===== src/rtl/ex_hazard_ctrl_if.sv =====
// Execute-stage hazard control bus: EX/ID status in, stall/flush/redirect out.
// The controller takes the slave side and the core pipeline takes the master side.
interface ex_hazard_ctrl_if #(
  parameter int unsigned PC_W = 16
);
  logic            ex_valid;
  logic            ex_branch;
  logic [PC_W-1:0] ex_pc;
  logic            ex_halt;
  logic            ex_memread;
  logic            ex_regwrite;
  logic [2:0]      ex_writereg;
  logic            id_valid;
  logic [2:0]      id_rs;
  logic [2:0]      id_rt;
  logic            id_uses_rs;
  logic            id_uses_rt;

  logic            pc_stall;
  logic            ifid_stall;
  logic            ifid_flush;
  logic            idex_flush;
  logic            pc_redirect;
  logic [PC_W-1:0] redirect_pc;
  logic            halted;
  logic [15:0]     redirect_cnt;

  modport master (
    output ex_valid, ex_branch, ex_pc, ex_halt, ex_memread, ex_regwrite,
           ex_writereg, id_valid, id_rs, id_rt, id_uses_rs, id_uses_rt,
    input  pc_stall, ifid_stall, ifid_flush, idex_flush, pc_redirect,
           redirect_pc, halted, redirect_cnt
  );

  modport slave (
    input  ex_valid, ex_branch, ex_pc, ex_halt, ex_memread, ex_regwrite,
           ex_writereg, id_valid, id_rs, id_rt, id_uses_rs, id_uses_rt,
    output pc_stall, ifid_stall, ifid_flush, idex_flush, pc_redirect,
           redirect_pc, halted, redirect_cnt
  );
endinterface


===== src/rtl/ex_hazard_ctrl.sv =====
// Execute-stage pipeline controller: sequences taken-branch redirects, load-use
// bubbles and HALT, driving PC/IF-ID stall, IF-ID/ID-EX flush and PC redirect.
module ex_hazard_ctrl #(
  parameter int unsigned LDUSE_STALL = 1,
  parameter int unsigned PC_W        = 16
) (
  input  logic             clk,
  input  logic             rst_n,
  ex_hazard_ctrl_if.slave  bus
);

  typedef enum logic [1:0] {
    ST_RUN,
    ST_LDSTALL,
    ST_REDIR,
    ST_HALT
  } state_t;

  state_t          state_q, state_d;
  logic [1:0]      stall_cnt_q, stall_cnt_d;
  logic [PC_W-1:0] redirect_pc_q, redirect_pc_d;
  logic [15:0]     redirect_cnt_q, redirect_cnt_d;

  logic hz;
  logic pc_stall_c, ifid_stall_c, ifid_flush_c, idex_flush_c;
  logic pc_redirect_c, halted_c;

  assign hz = bus.ex_valid & bus.ex_memread & bus.ex_regwrite & bus.id_valid &
              ((bus.id_uses_rs & (bus.id_rs == bus.ex_writereg)) |
               (bus.id_uses_rt & (bus.id_rt == bus.ex_writereg)));

  always_comb begin
    state_d        = state_q;
    stall_cnt_d    = stall_cnt_q;
    redirect_pc_d  = redirect_pc_q;
    redirect_cnt_d = redirect_cnt_q;
    pc_stall_c     = 1'b0;
    ifid_stall_c   = 1'b0;
    ifid_flush_c   = 1'b0;
    idex_flush_c   = 1'b0;
    pc_redirect_c  = 1'b0;
    halted_c       = 1'b0;
    unique case (state_q)
      ST_RUN: begin
        if (bus.ex_valid && bus.ex_halt) begin
          pc_stall_c   = 1'b1;
          ifid_stall_c = 1'b1;
          idex_flush_c = 1'b1;
          state_d      = ST_HALT;
        end else if (bus.ex_valid && bus.ex_branch) begin
          // Counted on entry so the count already reads updated during REDIR.
          ifid_flush_c   = 1'b1;
          idex_flush_c   = 1'b1;
          redirect_pc_d  = bus.ex_pc;
          redirect_cnt_d = redirect_cnt_q + 16'd1;
          state_d        = ST_REDIR;
        end else if (hz) begin
          pc_stall_c   = 1'b1;
          ifid_stall_c = 1'b1;
          idex_flush_c = 1'b1;
          if (LDUSE_STALL > 1) begin
            stall_cnt_d = 2'(LDUSE_STALL - 1);
            state_d     = ST_LDSTALL;
          end
        end
      end
      ST_LDSTALL: begin
        pc_stall_c   = 1'b1;
        ifid_stall_c = 1'b1;
        idex_flush_c = 1'b1;
        stall_cnt_d  = stall_cnt_q - 2'd1;
        if (stall_cnt_q == 2'd1) state_d = ST_RUN;
      end
      ST_REDIR: begin
        pc_redirect_c = 1'b1;
        ifid_flush_c  = 1'b1;
        idex_flush_c  = 1'b1;
        state_d       = ST_RUN;
      end
      ST_HALT: begin
        halted_c     = 1'b1;
        pc_stall_c   = 1'b1;
        ifid_stall_c = 1'b1;
        idex_flush_c = 1'b1;
      end
      default: state_d = ST_RUN;
    endcase
  end

  always_ff @(posedge clk or negedge rst_n) begin
    if (!rst_n) begin
      state_q        <= ST_RUN;
      stall_cnt_q    <= '0;
      redirect_pc_q  <= '0;
      redirect_cnt_q <= '0;
    end else begin
      state_q        <= state_d;
      stall_cnt_q    <= stall_cnt_d;
      redirect_pc_q  <= redirect_pc_d;
      redirect_cnt_q <= redirect_cnt_d;
    end
  end

  // Control strobes depend on live EX inputs, so gate them with rst_n to drop at once.
  assign bus.pc_stall     = rst_n & pc_stall_c;
  assign bus.ifid_stall   = rst_n & ifid_stall_c;
  assign bus.ifid_flush   = rst_n & ifid_flush_c;
  assign bus.idex_flush   = rst_n & idex_flush_c;
  assign bus.pc_redirect  = rst_n & pc_redirect_c;
  assign bus.halted       = rst_n & halted_c;
  assign bus.redirect_pc  = redirect_pc_q;
  assign bus.redirect_cnt = redirect_cnt_q;

endmodule


===== src/flat_wrapper.sv =====
// flat-port wrapper written by rule: the top's interface ports become plain ports
module ex_hazard_ctrl_flat 
#(
  parameter int unsigned LDUSE_STALL = 1,
  parameter int unsigned PC_W        = 16
)
  (clk, rst_n, bus_ex_valid, bus_ex_branch, bus_ex_pc, bus_ex_halt, bus_ex_memread, bus_ex_regwrite, bus_ex_writereg, bus_id_valid, bus_id_rs, bus_id_rt, bus_id_uses_rs, bus_id_uses_rt, bus_pc_stall, bus_ifid_stall, bus_ifid_flush, bus_idex_flush, bus_pc_redirect, bus_redirect_pc, bus_halted, bus_redirect_cnt);
  ex_hazard_ctrl_if #(.PC_W(PC_W)) bus_i ();
  input  logic clk;
  input  logic rst_n;
  input wire logic [$bits(bus_i.ex_valid)-1:0] bus_ex_valid;
  input wire logic [$bits(bus_i.ex_branch)-1:0] bus_ex_branch;
  input wire logic [$bits(bus_i.ex_pc)-1:0] bus_ex_pc;
  input wire logic [$bits(bus_i.ex_halt)-1:0] bus_ex_halt;
  input wire logic [$bits(bus_i.ex_memread)-1:0] bus_ex_memread;
  input wire logic [$bits(bus_i.ex_regwrite)-1:0] bus_ex_regwrite;
  input wire logic [$bits(bus_i.ex_writereg)-1:0] bus_ex_writereg;
  input wire logic [$bits(bus_i.id_valid)-1:0] bus_id_valid;
  input wire logic [$bits(bus_i.id_rs)-1:0] bus_id_rs;
  input wire logic [$bits(bus_i.id_rt)-1:0] bus_id_rt;
  input wire logic [$bits(bus_i.id_uses_rs)-1:0] bus_id_uses_rs;
  input wire logic [$bits(bus_i.id_uses_rt)-1:0] bus_id_uses_rt;
  output wire logic [$bits(bus_i.pc_stall)-1:0] bus_pc_stall;
  output wire logic [$bits(bus_i.ifid_stall)-1:0] bus_ifid_stall;
  output wire logic [$bits(bus_i.ifid_flush)-1:0] bus_ifid_flush;
  output wire logic [$bits(bus_i.idex_flush)-1:0] bus_idex_flush;
  output wire logic [$bits(bus_i.pc_redirect)-1:0] bus_pc_redirect;
  output wire logic [$bits(bus_i.redirect_pc)-1:0] bus_redirect_pc;
  output wire logic [$bits(bus_i.halted)-1:0] bus_halted;
  output wire logic [$bits(bus_i.redirect_cnt)-1:0] bus_redirect_cnt;
  assign bus_i.ex_valid = bus_ex_valid;
  assign bus_i.ex_branch = bus_ex_branch;
  assign bus_i.ex_pc = bus_ex_pc;
  assign bus_i.ex_halt = bus_ex_halt;
  assign bus_i.ex_memread = bus_ex_memread;
  assign bus_i.ex_regwrite = bus_ex_regwrite;
  assign bus_i.ex_writereg = bus_ex_writereg;
  assign bus_i.id_valid = bus_id_valid;
  assign bus_i.id_rs = bus_id_rs;
  assign bus_i.id_rt = bus_id_rt;
  assign bus_i.id_uses_rs = bus_id_uses_rs;
  assign bus_i.id_uses_rt = bus_id_uses_rt;
  assign bus_pc_stall = bus_i.pc_stall;
  assign bus_ifid_stall = bus_i.ifid_stall;
  assign bus_ifid_flush = bus_i.ifid_flush;
  assign bus_idex_flush = bus_i.idex_flush;
  assign bus_pc_redirect = bus_i.pc_redirect;
  assign bus_redirect_pc = bus_i.redirect_pc;
  assign bus_halted = bus_i.halted;
  assign bus_redirect_cnt = bus_i.redirect_cnt;
  ex_hazard_ctrl #(.LDUSE_STALL(LDUSE_STALL), .PC_W(PC_W)) u_core (.clk(clk), .rst_n(rst_n), .bus(bus_i));
endmodule

===== config.mk =====
export PLATFORM = sky130hd
export DESIGN_NAME = ex_hazard_ctrl_flat
export DESIGN_NICKNAME = d
export VERILOG_FILES = /design/src/rtl/ex_hazard_ctrl_if.sv /design/src/rtl/ex_hazard_ctrl.sv /design/src/flat_wrapper.sv
export SDC_FILE = /design/constraint.sdc
export NUM_CORES = 1
export LEC_CHECK = 0
export ABC_AREA = 1
export BUFFER_PORTS_ARGS = -buffer_cell sky130_fd_sc_hd__buf_2
export CAP_MARGIN = 10
export CORE_UTILIZATION = 35
export CTS_CLUSTER_DIAMETER = 120
export DETAILED_ROUTE_END_ITERATION = 8
export PLACE_DENSITY = 0.59
export SLEW_MARGIN = 20
export SYNTH_ARGS = -nofsm -noshare
export SYNTH_HDL_FRONTEND = slang
export SYNTH_SLANG_ARGS = --single-unit

===== constraint.sdc =====
create_clock -name clk -period 4.8 [get_ports clk]
set_input_delay 0.96 -clock clk [delete_from_list [all_inputs] [get_ports clk]]
set_output_delay 0.96 -clock clk [all_outputs]
set_load 0.05 [all_outputs]

# Yosys cells after proc, flatten, opt, wreduce, memory -nomap -nowiden
# Index checks and enable logic that the tools add are counted.
# totals
ff_bits	36
out_inout_bits	38
in_bits	35
wordCells	51
memories	0
ram_bits	0
mem_bits_ro	0
latchBits	0
# op_classes
mux	16
n_addsub	2
n_div	0
n_eq_ne	8
n_shift	0
n_reduce_logical	8
order_cmp	0
n_mul	0
bitwise	13
# op_table
op	n
adder 16 x 1 -> 16 bit, second input constant	1
AND 1 bit	11
2-to-1 mux 1 bit	9
equality test 3 bit	2
2-to-1 mux 2 bit	3
case mux 1 bit (2 select lines)	3
case mux 2 bit (3 select lines)	1
AND reduction 3 bit	2
equality test 2 x 1 -> 1 bit, second input constant	2
equality test 2 bit, second input constant	2
inequality test 3 x 1 -> 1 bit, second input constant	1
nonzero test 3 bit	1
OR reduction 3 bit	1
logical AND 1 bit	2
logical NOT 2 bit	1
inequality test 2 x 1 -> 1 bit, second input constant	1
OR reduction 2 bit	1
subtractor 2 x 1 -> 2 bit, second input constant	1
inverter 1 bit	1
bitwise OR 1 bit	1

# Depth between registers and ports, before layout
# Gate-level depths: netlist of the first run.
# depth
word_depth	9
depth_mapped	11
ltp_nobuf	10

# Worst setup path before layout of the first run
# Ideal clock, no wire load.
# synth_timing
path_kind	input-to-output
from	in bus_ex_writereg[0]
to	out bus_pc_stall
n_path_buf	1
setup_slack_ns	1.299
t_required_ns	3.840
t_arrival_ns	2.541
path_stages	11
path_cell_list	inv_1 > nand2_1 > nand2_1 > nor2_1 > nand2_1 > nand2_1 > nand2_1 > nand2_1 > nand2_1 > a21oi_1 > buf_4
# synth_via
elab_chain_len	9
word_cells_on_any_way	11
cone_classes	eq/ne (2); mux (4); bitwise (5)
# synth_lines
item	line_no	source
from (decl)	flat_wrapper.sv:17	input wire logic [$bits(bus_i.ex_writereg)-1:0] bus_ex_writereg;
equality test 3 bit, on equally long branches	ex_hazard_ctrl.sv:29, ex_hazard_ctrl.sv:30	
AND 1 bit, on equally long branches	ex_hazard_ctrl.sv:29, ex_hazard_ctrl.sv:30	
bitwise OR 1 bit *	ex_hazard_ctrl.sv:29	((bus.id_uses_rs & (bus.id_rs == bus.ex_writereg)) |
AND 1 bit *	ex_hazard_ctrl.sv:28	assign hz = bus.ex_valid & bus.ex_memread & bus.ex_regwrite & bus.id_valid &
2-to-1 mux 1 bit * (3 in a row)	n/a	
case mux 1 bit (2 select lines) *	n/a	
AND 1 bit *	n/a	
to (decl)	flat_wrapper.sv:23	output wire logic [$bits(bus_i.pc_stall)-1:0] bus_pc_stall;
# Mark *: on every way between the ends. The rest lies on a longest branch, timed or not.

# Final worst setup path of the first run
# layout_timing
from	in bus_ex_valid
to	out bus_ifid_flush
# layout_via
elab_chain_len	5
word_cells_on_any_way	6
cone_classes	mux (3); bitwise (1); reduce/logical (2)
# layout_lines
item	line_no	source
from (decl)	flat_wrapper.sv:11	input wire logic [$bits(bus_i.ex_valid)-1:0] bus_ex_valid;
logical AND 1 bit	ex_hazard_ctrl.sv:50	end else if (bus.ex_valid && bus.ex_branch) begin
2-to-1 mux 1 bit	ex_hazard_ctrl.sv:50	
2-to-1 mux 1 bit *	ex_hazard_ctrl.sv:45	if (bus.ex_valid && bus.ex_halt) begin
case mux 1 bit (2 select lines) *	ex_hazard_ctrl.sv:43	unique case (state_q)
AND 1 bit *	ex_hazard_ctrl.sv:107	assign bus.ifid_flush = rst_n & ifid_flush_c;
to (decl)	flat_wrapper.sv:25	output wire logic [$bits(bus_i.ifid_flush)-1:0] bus_ifid_flush;
# Marked as above.

==> summary.md, run 1 <==
| Metric | Value |
|---|---|
| Hold WC Path Type | reg -> reg |
| Starting DRC count in detailed routing | 73 |
| Post-synthesis register bit count | 36 |
| Critical Path Start | bus_ex_valid |
| Net Count, Synth | 275 |
| Area leader, netlist | dfrtp_1 |
| XOR/XNOR share of the synthesized area | 0.0723 |
| Setup TNS | 0 ps |
| # nets final | 351 |
| I/O Pins | 73 |
| Worst setup SP type | primary input |
| DR WL/cell | roughly 11 um |
| Buf/Inv on CP | 3 |
| Root Driver | clkbuf_8 |
| Mux share of post-synthesis cell area | 0 |
| Clock sinks | 36 |
| Outcome | completed |
| Pwr/cell area | around 230 nW/um^2 |
| Maxcap violations | 0 |
| Skew-Pair Late Insertion Delay | 280 ps |
| Fillers | 560 |
| TritonCTS clock tree | built |
| Final Total Pwr | roughly 0.58 mW |
| Cell Chain, Critical Path | buf_2, nand2_2, nand2_2, nor2_8, inv_2, o21ai_0, buf_2 |
| Final ANT Viol Nets | 0 |
| Clk buf depth | 2 |
| Slowest-stage cell, CP | nor2_8 |
| CP Depth | 7 |
| FP Rows | 26 |
| Most common cell in the netlist | nand2_1 |
| Die H | between 70 and 80 um |
| Mapped Area | roughly 1900 um^2 |
| Area share of the largest cell type after synthesis | 0.469 |
| CTS resizes | 0 |
| HPWL after detailed placement | roughly 3100 um |
| Placed cell count | about 370 |
| Die width | roughly 76 um |
| Core Area | 5200 um^2 |
| Primary FF master, synth | dfrtp_1 |
| H-tree depth | 2 |
| Global-route wire length before repair | around 7100 um |
| GP Congestion | ~0.74 |
| Initial antenna violation count | 0 |
| TritonCTS Buffers | 5 |
| 1st-pass router iterations | 4 |
| Final Hold Viols | 0 |
| Antenna fix cells | 0 |
| Worst reg-to-reg setup slack | 2930 ps |
| Synth cell count leaders | nand2_1, dfrtp_1, inv_1 |
| Fraction of layout cells with a size suffix above 1 | 0.318 |
| Vias in the first global route | around 1600 |
| Worst IR drop on VDD | about 0.00016 V |
| Worst hold start | u_core.bus.redirect_pc[8] |
| Main combinational cell family by area after synthesis | simple AND/OR/NAND/NOR gates |
| Main area contributors after synthesis | dfrtp_1, nand2_1, ha_1, inv_1, xor2_1 |
| Setup Viol. Count Final | 0 |
| Starting Density | 0.369 |
| RSZ-0062 raised after global routing | false |
| R2R depth | 8 |
| Worst-path clk slew | ~70 ps |
| Fin area | roughly 2500 um^2 |
| PortBufs | 72 |
| Final Max Slew Viols | 0 |
| Synth warnings | 0 |
| GRT overflow | 0 |
| Rel. slew slack | 0.678 |
| CP arrival | between 2000 and 2500 ps |
| Min cycle time layout | between 3000 and 4000 ps |
| Largest net degree at the start of global routing | 40 |
| Adder-cell area share of the yosys netlist | 0.0521 |
| Postcts setup bufs | 0 |
| WHS | roughly 470 ps |
| Delay-heaviest family, CP | buffers and inverters |
| Post-synth EDFFs | 0 |
| Simple-Gate Fraction of Synth Area | 0.325 |
| Via count | roughly 1600 |
| Gate Count Post-Synth | about 230 |
| Leakage | 1.52 nW |
| Compound-cell area share of the yosys netlist | 0.0254 |
| Remaining DRCs | 0 |
| F_max | 302 MHz |
| Fin cells | around 380 |
| Placed inst area | roughly 2400 um^2 |
| CP max FO | 28 |
| Critical path class | in -> out |
| Clock skew | 4.18 ps |
| CP max stage delay | ~340 ps |
| Routed WL | 4100 um |
| Share of synthesized flip-flops with an asynchronous set or reset | 1.00 |
| Reg-to-Reg Start | u_core.state_q[0] |
| Slew @ Worst Pin | 483 ps |
| Req. time, crit path | 3840 ps |
| Die ar. | slightly below 6000 um^2 |
| Global Route Usage Sum | 0.155 |
| Vias/cell | about 4.3 |
| Post-synthesis sequential area ratio | 0.469 |
| Layout area overhead | 27.5% |
| Crit share post-route | 0.690 |
| Crit. End Element | output port |
| Hold buffer count at cts | 0 |
| Hold path depth | 2 |
| Avg Synthesized Cell Area | roughly 8.3 um^2 |
| Library cells used by synthesis | 27 |
## flip-flops by register name (all words and copies together) (netlist names)
signal	cells
u_core.bus.redirect_cnt	16
u_core.bus.redirect_pc	16
u_core.stall_cnt_q	2
u_core.state_q	2
## path summary, 6_finish.rpt
path | end
max in group asynchronous | u_core.bus.redirect_pc[1]
min reg2reg | u_core.bus.redirect_pc[8]
min in group asynchronous | u_core.bus.redirect_pc[6]
min | u_core.bus.redirect_pc[8]
max | bus_ifid_flush
max reg2reg | u_core.bus.redirect_cnt[14]
## metrics by stage
stage	util	setup WS (ps)
after floorplan	-	1300
after global placement	0.452	1480
after detailed placement	0.452	1450
after CTS	0.471	1450
after global routing	0.471	1290
final	0.471	1490
## area by class of cell
| type | count | area [um^2] | share of cell area |
|---|---|---|---|
| Tap cell | 70 | 87.6 | 0.0357 |
| Multi-Input combinational cell | 169 | 912 | 0.372 |
| Inverter | 23 | 86.3 | 0.0352 |
| Clock buffer | 7 | 96.3 | 0.0393 |
| Timing Repair Buffer | 73 | 368 | 0.150 |
| Sequential cell | 36 | 901 | 0.368 |
## worst min-delay path: stages, from the launching register on
cell and delay, ps:
dfrtp_1 340, nand2_1 50, nand2_1 40
## routing by layer
metal / track usage / share of wire
met1: 0.191 / 0.46
met2: 0.265 / 0.47
met3: 0.0407 / 0.050
met4: 0.0462 / 0.012
met5: 0 / 0
## layout by cell type (no fill, tap or decap), types with 6 or more instances in the layout
cell,netlist,layout
nand2_1,97,97
buf_2,3,72
dfrtp_1,36,36
inv_1,22,22
nor2_1,14,14
xor2_1,9,9
ha_1,8,8
clkbuf_8,0,7
nand2_2,6,6
## cell families after synthesis
family / count (synthesis)
simple gates: 137
flops: 36
buf+inv: 27
xor+xnor: 15
compound gates: 9
fa+ha+maj: 8
## power breakdown
group | switching [mW] | leakage [nW] | internal (mW)
Sequential | 0 | 0.488 | 0.303
Combinational | 0.0257 | 0.987 | 0.0160
Clock | 0.103 | 0.0503 | 0.128
Total | 0.128 | 1.52 | 0.447
Note: power is estimated with default switching activity, not from simulation.
==> run 2: changes to the inputs <==
clock period = 3.2 ns   (was 4.8 ns; I/O delays follow)
==> summary.md, run 2 (same netlist as run 1, synthesis figures left out) <==
| Metric | Value |
|---|---|
| Skew-Pair Late Insertion Delay | 280 ps (about the same) |
| F_max | just under 400 MHz |
| Worst reg-to-reg setup slack | 1270 ps (-1660 ps) |
| CP Depth | 7 (unchanged) |
| Crit share post-route | 0.787 |
| Global-route wire length before repair | 7200 um (+1.1%) |
| Final ANT Viol Nets | 0 (unchanged) |
| DR WL/cell | 10.5 um (-3.4%) |
| TritonCTS Buffers | 5 (unchanged) |
| H-tree depth | 2 (unchanged) |
| Starting Density | 0.369 (unchanged) |
| 1st-pass router iterations | 4 (unchanged) |
| Placed cell count | 372 (+0.27%) |
| Fraction of layout cells with a size suffix above 1 | 0.323 (+0.00440) |
| RSZ-0062 raised after global routing | false |
| Maxcap violations | 0 (unchanged) |
| Postcts setup bufs | 0 (unchanged) |
| HPWL after detailed placement | 3010 um (-3.1%) |
| Cell Chain, Critical Path | inv_1, ha_1, nand2_2, nor2_8, inv_2, o21ai_0, buf_2 |
| Clock skew | 4.34 ps (+0.165 ps) |
| Antenna fix cells | 0 (unchanged) |
| Final Hold Viols | 0 (unchanged) |
| CP max FO | 19 (-32%) |
| Req. time, crit path | 2560 ps (-1280 ps) |
| Setup Viol. Count Final | 0 (unchanged) |
| Reg-to-Reg End | u_core.bus.redirect_cnt[14] |
| Worst IR drop on VDD | 0.000195 V (+24%) |
| Remaining DRCs | 0 (unchanged) |
| Largest net degree at the start of global routing | 37 (-7.5%) |
| Pwr/cell area | 340 nW/um^2 (+45%) |
| I/O Pins | 73 (unchanged) |
| Die width | 76.1 um (unchanged) |
| Hold buffer count at cts | 0 (unchanged) |
| Worst setup SP type | flop |
| Core Area | 5200 um^2 (unchanged) |
| Crit. End Element | output port |
| Global Route Usage Sum | 0.155 (+0.000458) |
| Rel. slew slack | 0.702 (+0.0234) |
| CP arrival | 1880 ps (-470 ps) |
| Leakage | 1.53 nW (+0.20%) |
| CTS resizes | 0 (unchanged) |
| Clk buf depth | 2 (unchanged) |
| Commonest cells after routing, fill and taps aside | nand2_1, buf_2, dfrtp_1, inv_1, nor2_1 |
| Clock sinks | 36 (unchanged) |
| Vias in the first global route | 1603 (+0.88%) |
| Die H | 76.1 um (unchanged) |
| Worst-path clk slew | 70 ps (about the same) |
| Routed WL | 3980 um (-2.9%) |
| Critical Path Start | u_core.state_q[0] |
| Final Util | 0.471 (about the same) |
| Starting DRC count in detailed routing | 47 (-36%) |
| Delay-heaviest family, CP | buffers and inverters |
| Fin cells | 380 (+0.53%) |
| Vias/cell | 4.32 (+0.21%) |
| FP Rows | 26 (unchanged) |
| Worst setup path end | bus_ifid_flush |
| GRT overflow | 0 (unchanged) |
| # nets final | 352 (+0.28%) |
| Buf/Inv on CP | 3 (unchanged) |
| Layout area overhead | 27.5% (about the same) |
| Critical path class | reg -> out |
| Outcome | completed |
| Via count | 1642 (+0.74%) |
| Reg-to-Reg Start | u_core.state_q[0] |
| Setup TNS | 0 ps (unchanged) |
| Min cycle time layout | approximately 2500 ps |
| Die ar. | 5790 um^2 (unchanged) |
| Slowest-stage cell, CP | dfrtp_1 |
| PortBufs | 72 (unchanged) |
| TritonCTS clock tree | built |
| Fin area | 2450 um^2 (about the same) |
| Initial antenna violation count | 0 (unchanged) |
| R2R depth | 9 (+1) |
| Commonest non-fill, non-tap cell in the layout | nand2_1 |
| CP max stage delay | 400 ps (+60 ps) |
| Root Driver | clkbuf_8 |
| GP Congestion | 0.757 (+2.7%) |
| Hold WC Path Type | in -> async |
| Final Max Slew Viols | 0 (unchanged) |
| Slew @ Worst Pin | 447 ps (-35.1 ps) |
| Placed inst area | 2360 um^2 (+0.32%) |
## run 2: cell count changes in the layout (fill, tap and decap cells not counted)
cell | previous run | this run
buf_4 | 1 | 2
clkbuf_8 | 7 | 5
clkinv_2 | 0 | 2
clkinv_4 | 0 | 1
## run 2: final cells by class
type	count	area [um^2]
Clock inverter	3	18.8
Timing Repair Buffer	74	375
Tap cell	70	87.6
Inverter	23	86.3
Fill cell	547	2760
Clock buffer	5	68.8
Sequential cell	36	901
Multi-Input combinational cell	169	912
## run 2: how the worst min path moves through the flow
stage	endpoint	slack, ps	cells after the start
3_3_place_gp	u_core.bus.redirect_pc[12]	450	2
3_5_place_dp	u_core.bus.redirect_pc[2]	460	2
6_report	u_core.bus.redirect_pc[2]	450	2
2_1_floorplan	u_core.bus.redirect_cnt[0]	340	0
4_1_cts	u_core.bus.redirect_cnt[12]	480	2
5_1_grt	u_core.bus.redirect_pc[3]	490	2
## run 2: per-stage QoR
stage	setup slack, ps	hold WS [ps]	power, mW
finish	682	452	0.832
global route	535	494	0.868
CTS	658	476	0.846
detailed placement	822	457	0.527
global placement	842	452	0.527
floorplan	339	344	0.490
## run 2: power by group
group | switching, mW | total, mW | internal [mW]
Combinational | 0.0384 | 0.0624 | 0.0240
Clock | 0.164 | 0.315 | 0.152
Sequential | 0 | 0.455 | 0.455
## run 2: worst register-to-register path: stages (launching register included)
cell	delay, ps
dfrtp_1	400
inv_1	160
ha_1	230
nand2_2	100
nor2_8	90
buf_4	310
nand4_4	180
nor2_4	140
nand2_2	70
xnor2_2	120
## run 2: layer usage
layer	up-vias	wire length, um	track usage	share of wire
li1	864	-	-	-
met1	728	1900	0.197	0.48
met2	45	1840	0.259	0.46
met3	5	209	0.0395	0.052
met4	0	36	0.0500	0.0090
met5	-	0	0	0
